### src/rtl/game_pkg.sv
// game_pkg: state encoding and default timing constants for the Flappy VGA
// game controller, shared with the display and seven-segment logic.
package game_pkg;

    // Game state encoding; RSVD is never entered in normal operation
    typedef enum logic [1:0] {
        IDLE = 2'b00,
        PLAY = 2'b01,
        OVER = 2'b10,
        RSVD = 2'b11
    } game_state_t;

    // Default timing for a 50 MHz board clock
    localparam int PIPE_TICK_DIV_DEFAULT    = 524288;
    localparam int PHYS_TICK_DIV_DEFAULT    = 1048576;
    localparam int DEBOUNCE_CYCLES_DEFAULT  = 500000;
    localparam int OVER_HOLD_CYCLES_DEFAULT = 50000000;

    // Counter width able to hold 0..n-1, never narrower than one bit
    function automatic int cnt_width(input int n);
        return (n > 1) ? $clog2(n) : 1;
    endfunction

endpackage

### src/rtl/game_sequencer_debounce.sv
// btn_debounce: two-flop synchronizer followed by a stability counter.
// The accepted level follows the synchronized button only after it has
// differed from the accepted level for DEBOUNCE_CYCLES consecutive samples;
// press is a one-cycle pulse on each 0->1 change of the accepted level.
module btn_debounce
    import game_pkg::*;
#(
    parameter int DEBOUNCE_CYCLES = DEBOUNCE_CYCLES_DEFAULT
)(
    input  logic board_clk,
    input  logic Reset,
    input  logic btn,
    output logic press
);

    localparam int CNT_W = cnt_width(DEBOUNCE_CYCLES);
    localparam logic [CNT_W-1:0] CNT_LAST = CNT_W'(DEBOUNCE_CYCLES - 1);

    logic             sync_a;
    logic             sync_b;
    logic             level;
    logic [CNT_W-1:0] cnt;

    // Bring the asynchronous button into the board_clk domain
    always_ff @(posedge board_clk or posedge Reset) begin
        if (Reset) begin
            sync_a <= 1'b0;
            sync_b <= 1'b0;
        end else begin
            sync_a <= btn;
            sync_b <= sync_a;
        end
    end

    // Count consecutive samples that disagree with the accepted level
    always_ff @(posedge board_clk or posedge Reset) begin
        if (Reset) begin
            cnt   <= '0;
            level <= 1'b0;
            press <= 1'b0;
        end else begin
            press <= 1'b0;
            if (sync_b == level) begin
                cnt <= '0;
            end else if (cnt == CNT_LAST) begin
                cnt   <= '0;
                level <= sync_b;
                press <= sync_b;
            end else begin
                cnt <= cnt + CNT_W'(1);
            end
        end
    end

endmodule

### src/rtl/game_sequencer.sv
// game_sequencer: central Flappy VGA controller. Debounces start/jump,
// runs the IDLE/PLAY/OVER state machine, produces the start/ack pulses,
// the stop level, the pipe/physics tick enables and the session high score.
// Optional feature macro: GAME_SEQ_HIGH_SCORE_EN (high-score register).
module game_sequencer
    import game_pkg::*;
#(
    parameter int PIPE_TICK_DIV    = PIPE_TICK_DIV_DEFAULT,
    parameter int PHYS_TICK_DIV    = PHYS_TICK_DIV_DEFAULT,
    parameter int DEBOUNCE_CYCLES  = DEBOUNCE_CYCLES_DEFAULT,
    parameter int OVER_HOLD_CYCLES = OVER_HOLD_CYCLES_DEFAULT
)(
    input  logic       board_clk,
    input  logic       Reset,
    input  logic       btn_start,
    input  logic       btn_jump,
    input  logic       lose_in,
    input  logic [3:0] score_in,
    output logic       start_pulse,
    output logic       ack_pulse,
    output logic       stop,
    output logic       pipe_tick,
    output logic       phys_tick,
    output logic       jump_pulse,
    output logic [1:0] state,
    output logic [3:0] high_score
);

    localparam int PIPE_W = cnt_width(PIPE_TICK_DIV);
    localparam int PHYS_W = cnt_width(PHYS_TICK_DIV);
    localparam int HOLD_W = cnt_width(OVER_HOLD_CYCLES);
    localparam logic [PIPE_W-1:0] PIPE_LAST = PIPE_W'(PIPE_TICK_DIV - 1);
    localparam logic [PHYS_W-1:0] PHYS_LAST = PHYS_W'(PHYS_TICK_DIV - 1);
    localparam logic [HOLD_W-1:0] HOLD_LAST = HOLD_W'(OVER_HOLD_CYCLES - 1);

    game_state_t       state_q;
    game_state_t       state_d;
    logic [PIPE_W-1:0] pipe_cnt;
    logic [PIPE_W-1:0] pipe_cnt_d;
    logic [PHYS_W-1:0] phys_cnt;
    logic [PHYS_W-1:0] phys_cnt_d;
    logic [HOLD_W-1:0] hold_cnt;
    logic [HOLD_W-1:0] hold_cnt_d;

    logic start_press;
    logic jump_press;
    logic start_ok;
    logic score_capture;
    logic start_pulse_d;
    logic ack_pulse_d;
    logic stop_d;
    logic pipe_tick_d;
    logic phys_tick_d;
    logic jump_pulse_d;

    btn_debounce #(
        .DEBOUNCE_CYCLES (DEBOUNCE_CYCLES)
    ) u_start_db (
        .board_clk (board_clk),
        .Reset     (Reset),
        .btn       (btn_start),
        .press     (start_press)
    );

    btn_debounce #(
        .DEBOUNCE_CYCLES (DEBOUNCE_CYCLES)
    ) u_jump_db (
        .board_clk (board_clk),
        .Reset     (Reset),
        .btn       (btn_jump),
        .press     (jump_press)
    );

    // A start press that lands on a start/ack pulse cycle is swallowed
    assign start_ok = start_press && !start_pulse && !ack_pulse;

    // Next state, counter updates and next values of the registered outputs
    always_comb begin
        state_d       = state_q;
        pipe_cnt_d    = pipe_cnt;
        phys_cnt_d    = phys_cnt;
        hold_cnt_d    = hold_cnt;
        start_pulse_d = 1'b0;
        ack_pulse_d   = 1'b0;
        stop_d        = 1'b0;
        pipe_tick_d   = 1'b0;
        phys_tick_d   = 1'b0;
        jump_pulse_d  = 1'b0;
        score_capture = 1'b0;

        case (state_q)
            IDLE: begin
                if (start_ok) begin
                    state_d       = PLAY;
                    start_pulse_d = 1'b1;
                    pipe_cnt_d    = '0;
                    phys_cnt_d    = '0;
                end
            end

            PLAY: begin
                pipe_cnt_d = (pipe_cnt == PIPE_LAST) ? '0 : pipe_cnt + PIPE_W'(1);
                phys_cnt_d = (phys_cnt == PHYS_LAST) ? '0 : phys_cnt + PHYS_W'(1);
                if (lose_in) begin
                    // Losing overrides any tick or jump due this cycle
                    state_d       = OVER;
                    stop_d        = 1'b1;
                    hold_cnt_d    = HOLD_LAST;
                    score_capture = 1'b1;
                end else begin
                    pipe_tick_d  = (pipe_cnt == PIPE_LAST);
                    phys_tick_d  = (phys_cnt == PHYS_LAST);
                    jump_pulse_d = jump_press;
                end
            end

            OVER: begin
                stop_d = 1'b1;
                if (hold_cnt != '0) begin
                    // Presses during the hold window are dropped, not queued
                    hold_cnt_d = hold_cnt - HOLD_W'(1);
                end else if (start_ok) begin
                    state_d     = IDLE;
                    stop_d      = 1'b0;
                    ack_pulse_d = 1'b1;
                end
            end

            default: begin
                state_d = IDLE;
            end
        endcase
    end

    // State, counters and registered outputs
    always_ff @(posedge board_clk or posedge Reset) begin
        if (Reset) begin
            state_q     <= IDLE;
            pipe_cnt    <= '0;
            phys_cnt    <= '0;
            hold_cnt    <= '0;
            start_pulse <= 1'b0;
            ack_pulse   <= 1'b0;
            stop        <= 1'b0;
            pipe_tick   <= 1'b0;
            phys_tick   <= 1'b0;
            jump_pulse  <= 1'b0;
        end else begin
            state_q     <= state_d;
            pipe_cnt    <= pipe_cnt_d;
            phys_cnt    <= phys_cnt_d;
            hold_cnt    <= hold_cnt_d;
            start_pulse <= start_pulse_d;
            ack_pulse   <= ack_pulse_d;
            stop        <= stop_d;
            pipe_tick   <= pipe_tick_d;
            phys_tick   <= phys_tick_d;
            jump_pulse  <= jump_pulse_d;
        end
    end

    assign state = state_q;

`ifdef GAME_SEQ_HIGH_SCORE_EN
    logic [3:0] high_score_q;

    // Keep the best score seen at the end of each game since Reset
    always_ff @(posedge board_clk or posedge Reset) begin
        if (Reset) begin
            high_score_q <= 4'd0;
        end else if (score_capture && (score_in > high_score_q)) begin
            high_score_q <= score_in;
        end
    end

    assign high_score = high_score_q;
`else
    logic unused_score;

    assign unused_score = ^{score_in, score_capture};
    assign high_score   = 4'd0;
`endif

endmodule

### config.mk
export PLATFORM = sky130hd
export DESIGN_NAME = game_sequencer
export DESIGN_NICKNAME = d
export VERILOG_FILES = /design/src/rtl/game_pkg.sv /design/src/rtl/game_sequencer_debounce.sv /design/src/rtl/game_sequencer.sv
export SDC_FILE = /design/constraint.sdc
export NUM_CORES = 1
export LEC_CHECK = 0
export BUFFER_PORTS_ARGS = -buffer_cell sky130_fd_sc_hd__buf_2
export CAP_MARGIN = 10
export CORE_ASPECT_RATIO = 1.2
export CORE_UTILIZATION = 36
export DETAILED_ROUTE_END_ITERATION = 10
export PLACE_DENSITY = 0.55
export SLEW_MARGIN = 10
export SYNTH_ARGS = -nofsm -noshare
export SYNTH_HDL_FRONTEND = slang
export SYNTH_SLANG_ARGS = --single-unit
### constraint.sdc
create_clock -name board_clk -period 3.62 [get_ports board_clk]
set_input_delay 0.181 -clock board_clk [delete_from_list [all_inputs] [get_ports board_clk]]
set_output_delay 0.181 -clock board_clk [all_outputs]
set_load 0.01 [all_outputs]
==> impl_metrics.json <==
{
  "yosys.cell_types.count": 60,
  "power_density_mw_per_mm2": 441,
  "gp_congestion": 0.800,
  "yosys_most_used_dff": "sky130_fd_sc_hd__dfrtp_1",
  "postSynth.asyncResetShare_pct": 100,
  "syn_area_per_cell_um2": 9.70,
  "rows": 51,
  "tightestPinTransition_ps": 1080,
  "hold_slack_ps": -24.2,
  "final_critical_delay_including_setup_and_external_delays_ps": 2650,
  "drt-initial-drc-count": 252,
  "result_of_the_run": "finished with violations",
  "cts.hold.buffers_added": 2,
  "coreArea_mm2": 0.0164,
  "place_hpwl_um": 8360,
  "drc_violations_left": 0,
  "synth_area_mm2": 0.00608,
  "wire_per_inst_um": 14.4,
  "synth-warning-count": 0,
  "path_class": "reg2reg",
  "flow.area_growth_from_synthesis_pct": 14.5,
  "grt_max_degree": 79,
  "cellLeakagePower_nw": 3.00,
  "worstSetupEndpointType": "flop",
  "vdd.ir_drop.worst_uv": 326,
  "die_width_um": 121,
  "final.period_utilization_pct": 73.1,
  "worst_ep_arrival_time_ps": 2970,
  "report.final.hold_viol_count": 15,
  "worst-r2r-setup-slack_ps": 970,
  "r2r_cells": 7,
  "cell_chain_of_the_critical_path": "inv_1, ha_1, buf_4, nand2b_1, and2_1, nor2_1, a211oi_1",
  "antenna_violations_before_repair": 0,
  "crit_path_start_kind": "flop",
  "timing.slew.headroom_pct": 28.3,
  "route.antenna.remaining_nets": 0,
  "clock_tree.root_cell": "sky130_fd_sc_hd__clkbuf_16",
  "synth_edf_count": 0,
  "critPathSlowestCell": "sky130_fd_sc_hd__and2_1",
  "grt_use_total_pct": 16.2,
  "totalNegativeSetupSlack_ps": 0,
  "clkSinkCount": 119,
  "antenna_cells": 0,
  "finalClockSkew_ps": 8.31,
  "die_height_um": 144,
  "syn_inst": 627,
  "port_buffers": 12,
  "finalSetupViolCount": 0,
  "drive_gt1_share_pct": 10.5,
  "design.die.area_mm2": 0.0174,
  "tritoncts_clock_tree": "yes",
  "ios": 21,
  "worst_r2r_endpoint": "phys_cnt[15]",
  "drt_wl_total_um": 12600,
  "cts.reportedPaths.clkPinSlew_ps": 60,
  "cts_max_path_buffers": 2,
  "ctsHtreeMaxLevel": 4,
  "crit_fanout": 28,
  "critical-path-max-stage-delay_ps": 860,
  "yosys_register_bits": 119,
  "postCtsSetupRepairBufs": 0,
  "regToRegStartpoint": "state[1]",
  "cts_resized": 0,
  "grt_remaining_overflow": 0,
  "drt_pre_antenna_iters": 4,
  "numCtsBuffers": 17,
  "starting_density_of_the_core_pct": 37.1,
  "worst-endpoint-required_ps": 3940,
  "via_count": 4601,
  "n_fill_cell": 1592,
  "timing.hold.worst.class": "in2async",
  "insertion_delay_of_the_later_clocked_pin_in_the_worst_skew_pair_ps": 420,
  "final_nets": 662,
  "max_clock_freq_mhz": 378,
  "synth.yosys.seq_area_share_pct": 49.0,
  "violations_in_the_final_reports": "hold timing",
  "grt_pass1_wl_um": 22400,
  "first_global_vias": 4733,
  "via_per_inst": 5.29,
  "cap_viol_max_count": 0,
  "grt_setup_unrepaired": "no",
  "finalMaxSlewViolations": 0
}
[area by class of cell]
cell class                      count  area [um^2]  share of cell area (%)
Sequential cell                   119         2980                    42.8
Clock buffer                       21          470                    6.76
Clock inverter                     11          124                    1.78
Timing Repair Buffer               16          108                    1.55
Tap cell                          212          265                    3.81
Inverter                           19         73.8                    1.06
Multi-Input combinational cell    472         2940                    42.3
[state kept, by name, indices dropped and copies added, names as in the netlist, 2 cells and up]
| name | cells |
|---|---|
| hold_cnt | 26 |
| phys_cnt | 20 |
| pipe_cnt | 19 |
| state | 2 |
| u_jump_db.cnt | 19 |
| u_start_db.cnt | 19 |
[Yosys cell counts (4+ instances only)]
| cell | count | share of area, % |
|---|---|---|
| sky130_fd_sc_hd__clkbuf_1 | 8 | 0.49 |
| sky130_fd_sc_hd__a21oi_1 | 14 | 1.2 |
| sky130_fd_sc_hd__nand4_1 | 13 | 1.3 |
| sky130_fd_sc_hd__o211ai_1 | 4 | 0.49 |
| sky130_fd_sc_hd__nand2_1 | 47 | 2.9 |
| sky130_fd_sc_hd__and3_1 | 9 | 0.93 |
| sky130_fd_sc_hd__inv_1 | 19 | 1.2 |
| sky130_fd_sc_hd__o21ai_1 | 9 | 0.74 |
| sky130_fd_sc_hd__o21a_1 | 4 | 0.49 |
| sky130_fd_sc_hd__nand2b_1 | 8 | 0.82 |
| sky130_fd_sc_hd__or3_1 | 8 | 0.82 |
| sky130_fd_sc_hd__xnor2_1 | 40 | 5.8 |
| sky130_fd_sc_hd__a211oi_1 | 4 | 0.49 |
| sky130_fd_sc_hd__buf_2 | 6 | 0.49 |
| sky130_fd_sc_hd__dfrtp_1 | 119 | 49 |
| sky130_fd_sc_hd__nand3_1 | 44 | 3.6 |
| sky130_fd_sc_hd__nor2_1 | 88 | 5.4 |
| sky130_fd_sc_hd__a22o_1 | 4 | 0.58 |
| sky130_fd_sc_hd__or4_1 | 12 | 1.5 |
| sky130_fd_sc_hd__nor4b_1 | 6 | 0.86 |
| sky130_fd_sc_hd__o31ai_1 | 15 | 1.9 |
| sky130_fd_sc_hd__a31oi_1 | 7 | 0.72 |
| sky130_fd_sc_hd__and4_1 | 8 | 1.2 |
| sky130_fd_sc_hd__buf_4 | 4 | 0.49 |
| sky130_fd_sc_hd__o21ai_0 | 9 | 0.74 |
| sky130_fd_sc_hd__xor2_1 | 28 | 4.0 |
| sky130_fd_sc_hd__nor3_1 | 22 | 1.8 |
| sky130_fd_sc_hd__ha_1 | 8 | 1.6 |
| sky130_fd_sc_hd__nor4_1 | 15 | 1.5 |
| sky130_fd_sc_hd__or2_2 | 5 | 0.51 |
[power by group]
| part | switching (mW) | total, mW | leakage [nW] | internal (mW) |
|---|---|---|---|---|
| Clock | 0.612 | 1.68 | 0.273 | 1.06 |
| Combinational | 0.0404 | 0.0526 | 1.09 | 0.0122 |
| Sequential | 0.00681 | 1.35 | 1.64 | 1.34 |
[cells in the final DEF (no fill, tap or decap), types with 3 or more instances in the layout]
cell type | synthesis | layout
sky130_fd_sc_hd__conb_1 | 1 | 4
sky130_fd_sc_hd__a211oi_1 | 4 | 4
sky130_fd_sc_hd__clkbuf_8 | 0 | 3
sky130_fd_sc_hd__or2_2 | 5 | 5
sky130_fd_sc_hd__nand4_1 | 13 | 13
sky130_fd_sc_hd__or3_1 | 8 | 8
sky130_fd_sc_hd__and4_1 | 8 | 8
sky130_fd_sc_hd__o21a_1 | 4 | 4
sky130_fd_sc_hd__o31ai_1 | 15 | 15
sky130_fd_sc_hd__o21ai_1 | 9 | 9
sky130_fd_sc_hd__clkbuf_16 | 0 | 17
sky130_fd_sc_hd__xor2_1 | 28 | 28
sky130_fd_sc_hd__a31oi_1 | 7 | 7
sky130_fd_sc_hd__o211ai_1 | 4 | 4
sky130_fd_sc_hd__nor4b_1 | 6 | 6
sky130_fd_sc_hd__nor3_1 | 22 | 22
sky130_fd_sc_hd__clkinvlp_4 | 0 | 6
sky130_fd_sc_hd__nand3_1 | 44 | 44
sky130_fd_sc_hd__nand2_1 | 47 | 47
sky130_fd_sc_hd__a22o_1 | 4 | 4
sky130_fd_sc_hd__nor4_1 | 15 | 15
sky130_fd_sc_hd__xnor2_1 | 40 | 40
sky130_fd_sc_hd__buf_2 | 6 | 12
sky130_fd_sc_hd__nand2b_1 | 8 | 8
sky130_fd_sc_hd__a21oi_1 | 14 | 14
sky130_fd_sc_hd__ha_1 | 8 | 8
sky130_fd_sc_hd__dfrtp_1 | 119 | 119
sky130_fd_sc_hd__o21ai_0 | 9 | 9
sky130_fd_sc_hd__nor2_1 | 88 | 88
sky130_fd_sc_hd__inv_1 | 19 | 18
sky130_fd_sc_hd__and3_1 | 9 | 9
sky130_fd_sc_hd__or4_1 | 12 | 12
[stage by stage]
stage,setup WS (ps),instances,util [%],area [um^2],total power [mW]
after floorplan,282,630,-,6090,1.41
after global placement,1010,836,38.7,6350,1.42
after detailed placement,966,836,38.7,6350,1.42
after CTS,963,870,42.5,6960,3.12
after global routing,763,870,42.5,6960,3.18
final,974,870,42.5,6960,3.07
[logic make-up (layout without fill, tap and decap cells)]
logic type,Yosys count,after routing,synth area share (%)
simple gates,309,309,27.1
mux,3,3,0.535
compound gates,80,80,9.08
flops,119,119,49.0
buf+inv,39,67,2.78
other cells,1,4,0.0617
xor+xnor,68,68,9.80
fa+ha+maj,8,8,1.65
[critical path, delay by kind of cell (launching register included)]
family | cells | cell delay (ps)
DFF | 1 | 380
adders and majority gates | 1 | 170
AOI/OAI and AO/OA | 1 | 290
and+or+nand+nor | 3 | 1440
buffers and inverters | 2 | 260
[layer usage]
metal	track usage, %	wire length [um]
met2	27.3	6030
met4	7.28	246
met5	0	0
met1	19.5	5910
met3	3.98	357
[worst max path at each step]
stage | slack (ps) | end | startpoint
after CTS | 960 | phys_cnt[15] | state[1]
final | 970 | phys_cnt[15] | state[1]
after floorplan | 280 | ack_pulse | Reset
after global placement | 1010 | phys_cnt[15] | state[1]
after detailed placement | 970 | phys_cnt[15] | state[1]
after global routing | 760 | hold_cnt[19] | state[0]
Note: power is estimated with default switching activity, not from simulation.
